$ cat config.mk
export PLATFORM = sky130hd
export DESIGN_NAME = vend_ctrl_param
export DESIGN_NICKNAME = d
export VERILOG_FILES = /design/src/rtl/vend_ctrl_param.sv
export SDC_FILE = /design/constraint.sdc
export NUM_CORES = 1
export LEC_CHECK = 0
export ABC_CLOCK_PERIOD_IN_PS = 6500
export CORE_MARGIN = 4
export CORE_UTILIZATION = 45
export DETAILED_ROUTE_END_ITERATION = 7
export PLACE_DENSITY = 0.76
export SYNTH_ARGS = -nofsm -noshare
export SYNTH_HDL_FRONTEND = slang
export SYNTH_SLANG_ARGS = --single-unit
$ cat constraint.sdc
create_clock -name clk -period 6.5 [get_ports clk]
set_input_delay 0.975 -clock clk [delete_from_list [all_inputs] [get_ports clk]]
set_output_delay 0.975 -clock clk [all_outputs]
set_load 0.01 [all_outputs]
$ cat src/rtl/vend_ctrl_param.sv
// Parametrised vending controller: item select, multi-unit quantity, coin credit, change return.
// Optional per-item stock counters and SOLDOUT handling are enabled with `define VEND_STOCK_EN.
module vend_ctrl_param #(
  parameter int unsigned N_ITEMS    = 16,
  parameter int unsigned SEL_W      = 4,
  parameter int unsigned PRICE_W    = 10,
  parameter int unsigned QTY_W      = 7,
  parameter int unsigned MAX_QTY    = 99,
  parameter int unsigned SUM_W      = 17,
  parameter logic [N_ITEMS*PRICE_W-1:0] PRICES = {N_ITEMS{10'd100}},
  parameter int unsigned STOCK_W    = 8,
  parameter int unsigned INIT_STOCK = 10
) (
  input  logic               clk,
  input  logic               rst,
  input  logic [SEL_W-1:0]   item_sel,
  input  logic [SUM_W-1:0]   coin_val,
  input  logic               coin_vld,
  input  logic               qty_up,
  input  logic               qty_dn,
  input  logic               confirm,
  input  logic               cancel,
  output logic [SUM_W-1:0]   credit,
  output logic [QTY_W-1:0]   qty,
  output logic [SUM_W-1:0]   cost,
  output logic [SUM_W-1:0]   total_sales,
  output logic [SUM_W-1:0]   change_val,
  output logic               change_vld,
  output logic               dispense,
  output logic               coin_reject,
  output logic [2:0]         mode
);

  localparam int unsigned PROD_W = PRICE_W + QTY_W;

  typedef enum logic [2:0] {
    StIdle     = 3'd0,
    StSelect   = 3'd1,
    StPay      = 3'd2,
    StDispense = 3'd3,
    StChange   = 3'd4,
    StSoldout  = 3'd5
  } state_e;

  state_e             state_q, state_d;
  logic [SUM_W-1:0]   credit_q, credit_d;
  logic [QTY_W-1:0]   qty_q, qty_d;
  logic [QTY_W-1:0]   cnt_q, cnt_d;
  logic [SEL_W-1:0]   item_q, item_d;
  logic [SUM_W-1:0]   total_q, total_d;
  logic [SUM_W-1:0]   change_val_q, change_val_d;
  logic               change_vld_q, change_vld_d;
  logic               dispense_q, dispense_d;
  logic               coin_reject_q, coin_reject_d;

  logic [SEL_W-1:0]   item_eff, item_cur;
  logic [PRICE_W-1:0] price_cur;
  logic [PROD_W-1:0]  prod;
  logic [SUM_W:0]     coin_sum;
  logic               coin_ok;
  logic               sold_out;

  // Out-of-range selections fall back to item 0; SELECT previews the live selection.
  assign item_eff  = (32'(item_sel) < N_ITEMS) ? item_sel : '0;
  assign item_cur  = (state_q == StSelect) ? item_eff : item_q;
  assign price_cur = PRICES[32'(item_cur)*PRICE_W +: PRICE_W];
  assign prod      = PROD_W'(price_cur) * PROD_W'(qty_q);
  assign cost      = SUM_W'(prod);
  assign coin_sum  = {1'b0, credit_q} + {1'b0, coin_val};
  assign coin_ok   = !coin_sum[SUM_W];

`ifdef VEND_STOCK_EN
  logic [N_ITEMS*STOCK_W-1:0] stock_q;
  logic [STOCK_W-1:0]         stock_cur;

  assign stock_cur = stock_q[32'(item_cur)*STOCK_W +: STOCK_W];
  assign sold_out  = 32'(stock_cur) < 32'(qty_q);

  always_ff @(posedge clk or posedge rst) begin
    if (rst) begin
      stock_q <= {N_ITEMS{STOCK_W'(INIT_STOCK)}};
    end else if (state_q == StDispense && stock_cur != '0) begin
      stock_q[32'(item_q)*STOCK_W +: STOCK_W] <= stock_cur - STOCK_W'(1);
    end
  end
`else
  assign sold_out = 1'b0;
`endif

  always_comb begin
    state_d       = state_q;
    credit_d      = credit_q;
    qty_d         = qty_q;
    cnt_d         = cnt_q;
    item_d        = item_q;
    total_d       = total_q;
    change_val_d  = change_val_q;
    change_vld_d  = 1'b0;
    dispense_d    = 1'b0;
    coin_reject_d = coin_vld;
    unique case (state_q)
      StIdle: begin
        if (confirm) begin
          state_d = StSelect;
          qty_d   = QTY_W'(1);
        end
      end
      StSelect: begin
        if (cancel) begin
          state_d = StChange;
        end else if (confirm) begin
          item_d  = item_eff;
          state_d = sold_out ? StSoldout : StPay;
        end else if (qty_up) begin
          if (32'(qty_q) < MAX_QTY) qty_d = qty_q + QTY_W'(1);
        end else if (qty_dn) begin
          if (qty_q > QTY_W'(1)) qty_d = qty_q - QTY_W'(1);
        end
      end
      StPay: begin
        if (cancel) begin
          // A coin in the cancel cycle joins the refund.
          if (coin_vld && coin_ok) begin
            credit_d      = coin_sum[SUM_W-1:0];
            coin_reject_d = 1'b0;
          end
          state_d = StChange;
        end else if (credit_q >= cost) begin
          state_d  = StDispense;
          credit_d = credit_q - cost;
          total_d  = total_q + cost;
          cnt_d    = '0;
        end else if (coin_vld && coin_ok) begin
          credit_d      = coin_sum[SUM_W-1:0];
          coin_reject_d = 1'b0;
        end
      end
      StDispense: begin
        dispense_d = 1'b0 | 1'b1;
        if (32'(cnt_q) + 32'd1 >= 32'(qty_q)) begin
          state_d = StChange;
          cnt_d   = '0;
        end else begin
          cnt_d = cnt_q + QTY_W'(1);
        end
      end
      StChange: begin
        change_val_d = credit_q;
        change_vld_d = 1'b1;
        credit_d     = '0;
        state_d      = StIdle;
      end
      StSoldout: state_d = StSelect;
      default:   state_d = StIdle;
    endcase
  end

  always_ff @(posedge clk or posedge rst) begin
    if (rst) begin
      state_q       <= StIdle;
      credit_q      <= '0;
      qty_q         <= '0;
      cnt_q         <= '0;
      item_q        <= '0;
      total_q       <= '0;
      change_val_q  <= '0;
      change_vld_q  <= 1'b0;
      dispense_q    <= 1'b0;
      coin_reject_q <= 1'b0;
    end else begin
      state_q       <= state_d;
      credit_q      <= credit_d;
      qty_q         <= qty_d;
      cnt_q         <= cnt_d;
      item_q        <= item_d;
      total_q       <= total_d;
      change_val_q  <= change_val_d;
      change_vld_q  <= change_vld_d;
      dispense_q    <= dispense_d;
      coin_reject_q <= coin_reject_d;
    end
  end

  assign credit      = credit_q;
  assign qty         = qty_q;
  assign total_sales = total_q;
  assign change_val  = change_val_q;
  assign change_vld  = change_vld_q;
  assign dispense    = dispense_q;
  assign coin_reject = coin_reject_q;
  assign mode        = state_q;

endmodule

==> results.md <==
* DR WL/cell at 15.8 microns
* Status: complete, no violations
* Root Driver: clkbuf_16
* Clock skew at ~10 ps
* IO buf count at between 90 and 100
* Largest net degree at the start of global routing at 70
* Delay of the slowest critical-path stage at about 530 ps
* Pwr/cell area at roughly 530 nW/um^2
* Fmax at ~170 MHz
* Syn avg cell area at between 8 and 9 sq um
* Clock period minus worst slack at roughly 6000 ps
* 1st-iter DRT viols at 391
* Top delay family on crit path: adder cells
* R2R Setup Slk at between 400 and 500 ps
* CTS tree: built
* WHS Path Cells at 2
* Global-route wire length before repair at about 27000 microns
* CP Capture Type: register
* Routed wire length at around 16000 microns
* Max VDD drop at between 0.0004 and 0.0005 V
* Slowest cell on the critical path: fa_1
* # hold bufs at CTS at 0
* EDFF count, synth at 0
* P&R area growth vs syn at 23.6%
* Drt drc at 0
* Startpoint Class: register
* Primary FF master, synth: dfrtp_1
* Initial core utilization at between 40 and 50%
* CP required at 6740 ps
* Sequential fraction of the synthesis area at between 20% and 30%
* RePlAce Congestion at just under 0.9
* Synth warn at 0
* ANT nets after route at 0
* Slew HR at 22.5%
* Antenna diodes at 0
* Leak Pwr at 0.00365 uW
* CP dominant cell by count: ha_1
* Reg2Reg Depth at 21
* Critical path data arrival time at 6260 ps
* Netlist cell types at between 70 and 80
* CP max FO at 8
* DR pass1 iterations at 5
* Final nets at 936
* Pin slew with the least headroom to its limit at 1140 ps
* GRT Total Usage at between 20% and 30%
* Synth Register Bits at a little under 70
* Via count at between 5k and 6k
* Unrepaired setup endpoints after global routing: no
* Core ar. at roughly 13000 sq um
* Max Cap Viol at 0
* Most common cell after layout, fill and taps aside: nand2_1
* Vias in the first global route at between 5k and 6k
* DPL Wire Length at between 10000 and 15000 microns
* Global route total overflow at 0
* Clock-pin slew on the worst setup and hold paths at approximately 60 ps
* Die area at ~16000 sq um
* Syn Inst Count at 722
* Hold Vio Cnt, Final at 0
* Async set or reset register ratio after synthesis at 100%
* Total power at around 4100 uW
* Finished Core Util at between 50% and 60%
* WP depth at 21
* TNS Setup at 0 ps
* Initial antenna violation count at 0
* Part of the cycle the worst path needs at around 90%
* Skew-Pair Late Insertion Delay at between 300 and 400 ps
* Worst Path Buf+Inv at 4
* Num rows at 42
* Final setup viols at 0
* Max Slew Vio Count at 0
* CP Class: register to register
* Die X at around 130 microns
* Clock tree sinks at 69
* Vias/cell at roughly 5.6
* Share of cells above drive strength 1 at 6.67%
* I/O pin cnt at 109
* Commonest cells after routing, fill and taps aside: nand2_1, clkdlybuf4s50_1, ha_1, dfrtp_1, inv_1
* Worst min path class: register to register
* CP cell instances: inv_1 > ha_1 > ha_1 > inv_1 > fa_1 > inv_1 > ha_1 > ha_1 > a31oi_1 > xnor2_1 > inv_1 > ha_1 > nand4_1 > a211oi_1 > nor3_1 > a211oi_2 > maj3_1 > o211ai_2 > a21oi_2 > mux2_1 > a221o_1
* Postcts setup bufs at 0
* Hold Slack at roughly 470 ps
* Clk buf depth at 2
* Post-Syn Area at 6260 sq um
* Total CTS buffers at 9
* Die H at ~130 microns
* Htree depth at 3
[metrics by stage]
step	cells	setup slack (ps)	area [sq um]
after floorplan	726	992	6270
after global placement	984	516	7430
after detailed placement	984	468	7430
after CTS	1000	425	7730
after global routing	1000	59.4	7730
final	1000	473	7730
[Yosys cell counts (7+ instances only)]
cell / instances / area [sq um]
inv_1: 44 / 165
nor3_1: 17 / 85.1
a211oi_1: 11 / 82.6
xnor2_1: 27 / 236
a22o_1: 12 / 105
xor2_1: 18 / 158
buf_4: 8 / 60.1
a21oi_1: 40 / 200
clkbuf_1: 17 / 63.8
ha_1: 84 / 1050
nor2_1: 39 / 146
or2_2: 9 / 56.3
and3_1: 7 / 43.8
o21ai_0: 26 / 130
a21o_1: 18 / 135
mux2i_1: 7 / 70.1
o21a_1: 15 / 113
dfrtp_1: 69 / 1730
o211ai_1: 12 / 90.1
o31ai_1: 8 / 60.1
nand3_1: 16 / 80.1
nand2_1: 106 / 398
[final timing paths]
check,end,from
worst min-delay path,change_val[3],change_val[3]
worst max-delay path,credit[11],qty[2]
worst max register to register,credit[11],qty[2]
worst min register to register,change_val[3],change_val[3]
min in group asynchronous,cnt_q[4],rst
max in group asynchronous,change_val[2],rst
[cells by family after synthesis]
group | count (synthesis) | share of synthesized area, %
xor gates and xnor gates | 46 | 6.56
adders and majority gates | 94 | 19.2
DFF | 69 | 27.6
buffers and inverters | 73 | 4.92
AOI/OAI and AO/OA | 198 | 22.8
other | 1 | 0.0599
and+or+nand+nor | 230 | 17.0
muxes | 11 | 1.84
[state kept, by name, indices dropped and copies added, names as in the netlist]
register	count
change_vld	1
dispense	1
cnt_q	7
mode	3
coin_reject	1
change_val	17
qty	7
total_sales	15
credit	17
[report_power, final]
group / internal (uW) / total (uW) / switching, uW
Clock: 306 / 505 / 199
Sequential: 562 / 759 / 196
Combinational: 1330 / 2870 / 1540
Total: 2200 / 4140 / 1940
[area by class of cell]
type                       instances  area (sq um)
sequential                        69          1730
tap                              176           220
clock buffer                      10           239
clock inverter                     6          61.3
multi-input combinational        584          4250
fill                            1274          5720
timing repair buffer             108          1060
inverter                          47           179
[metal layers]
layer / vias up / part of all wire, % / global-route usage, % / wire [microns]
met1: 2634 / 48 / 29.0 / 7610
met4: 0 / 1.6 / 6.56 / 260
met3: 19 / 4.8 / 3.51 / 754
met2: 123 / 45 / 32.0 / 7160
met5: - / 0 / 0 / 0
li1: 2805 / - / - / -
[what timing repair did]
action                                 CTS  global route
setup endpoints to repair                0             3
endpoints found under the hold margin    0             0
resized for setup                        0             1
[worst register-to-register path, delay by kind of cell, from the launching register on]
family / cells / cell delay, ps
buf+inv: 4 / 420
fa+ha+maj: 7 / 2350
flops: 1 / 510
xor+xnor: 1 / 350
compound gates: 6 / 1600
mux: 1 / 360
simple gates: 2 / 330
No activity file was read; power rests on OpenSTA's default activity.
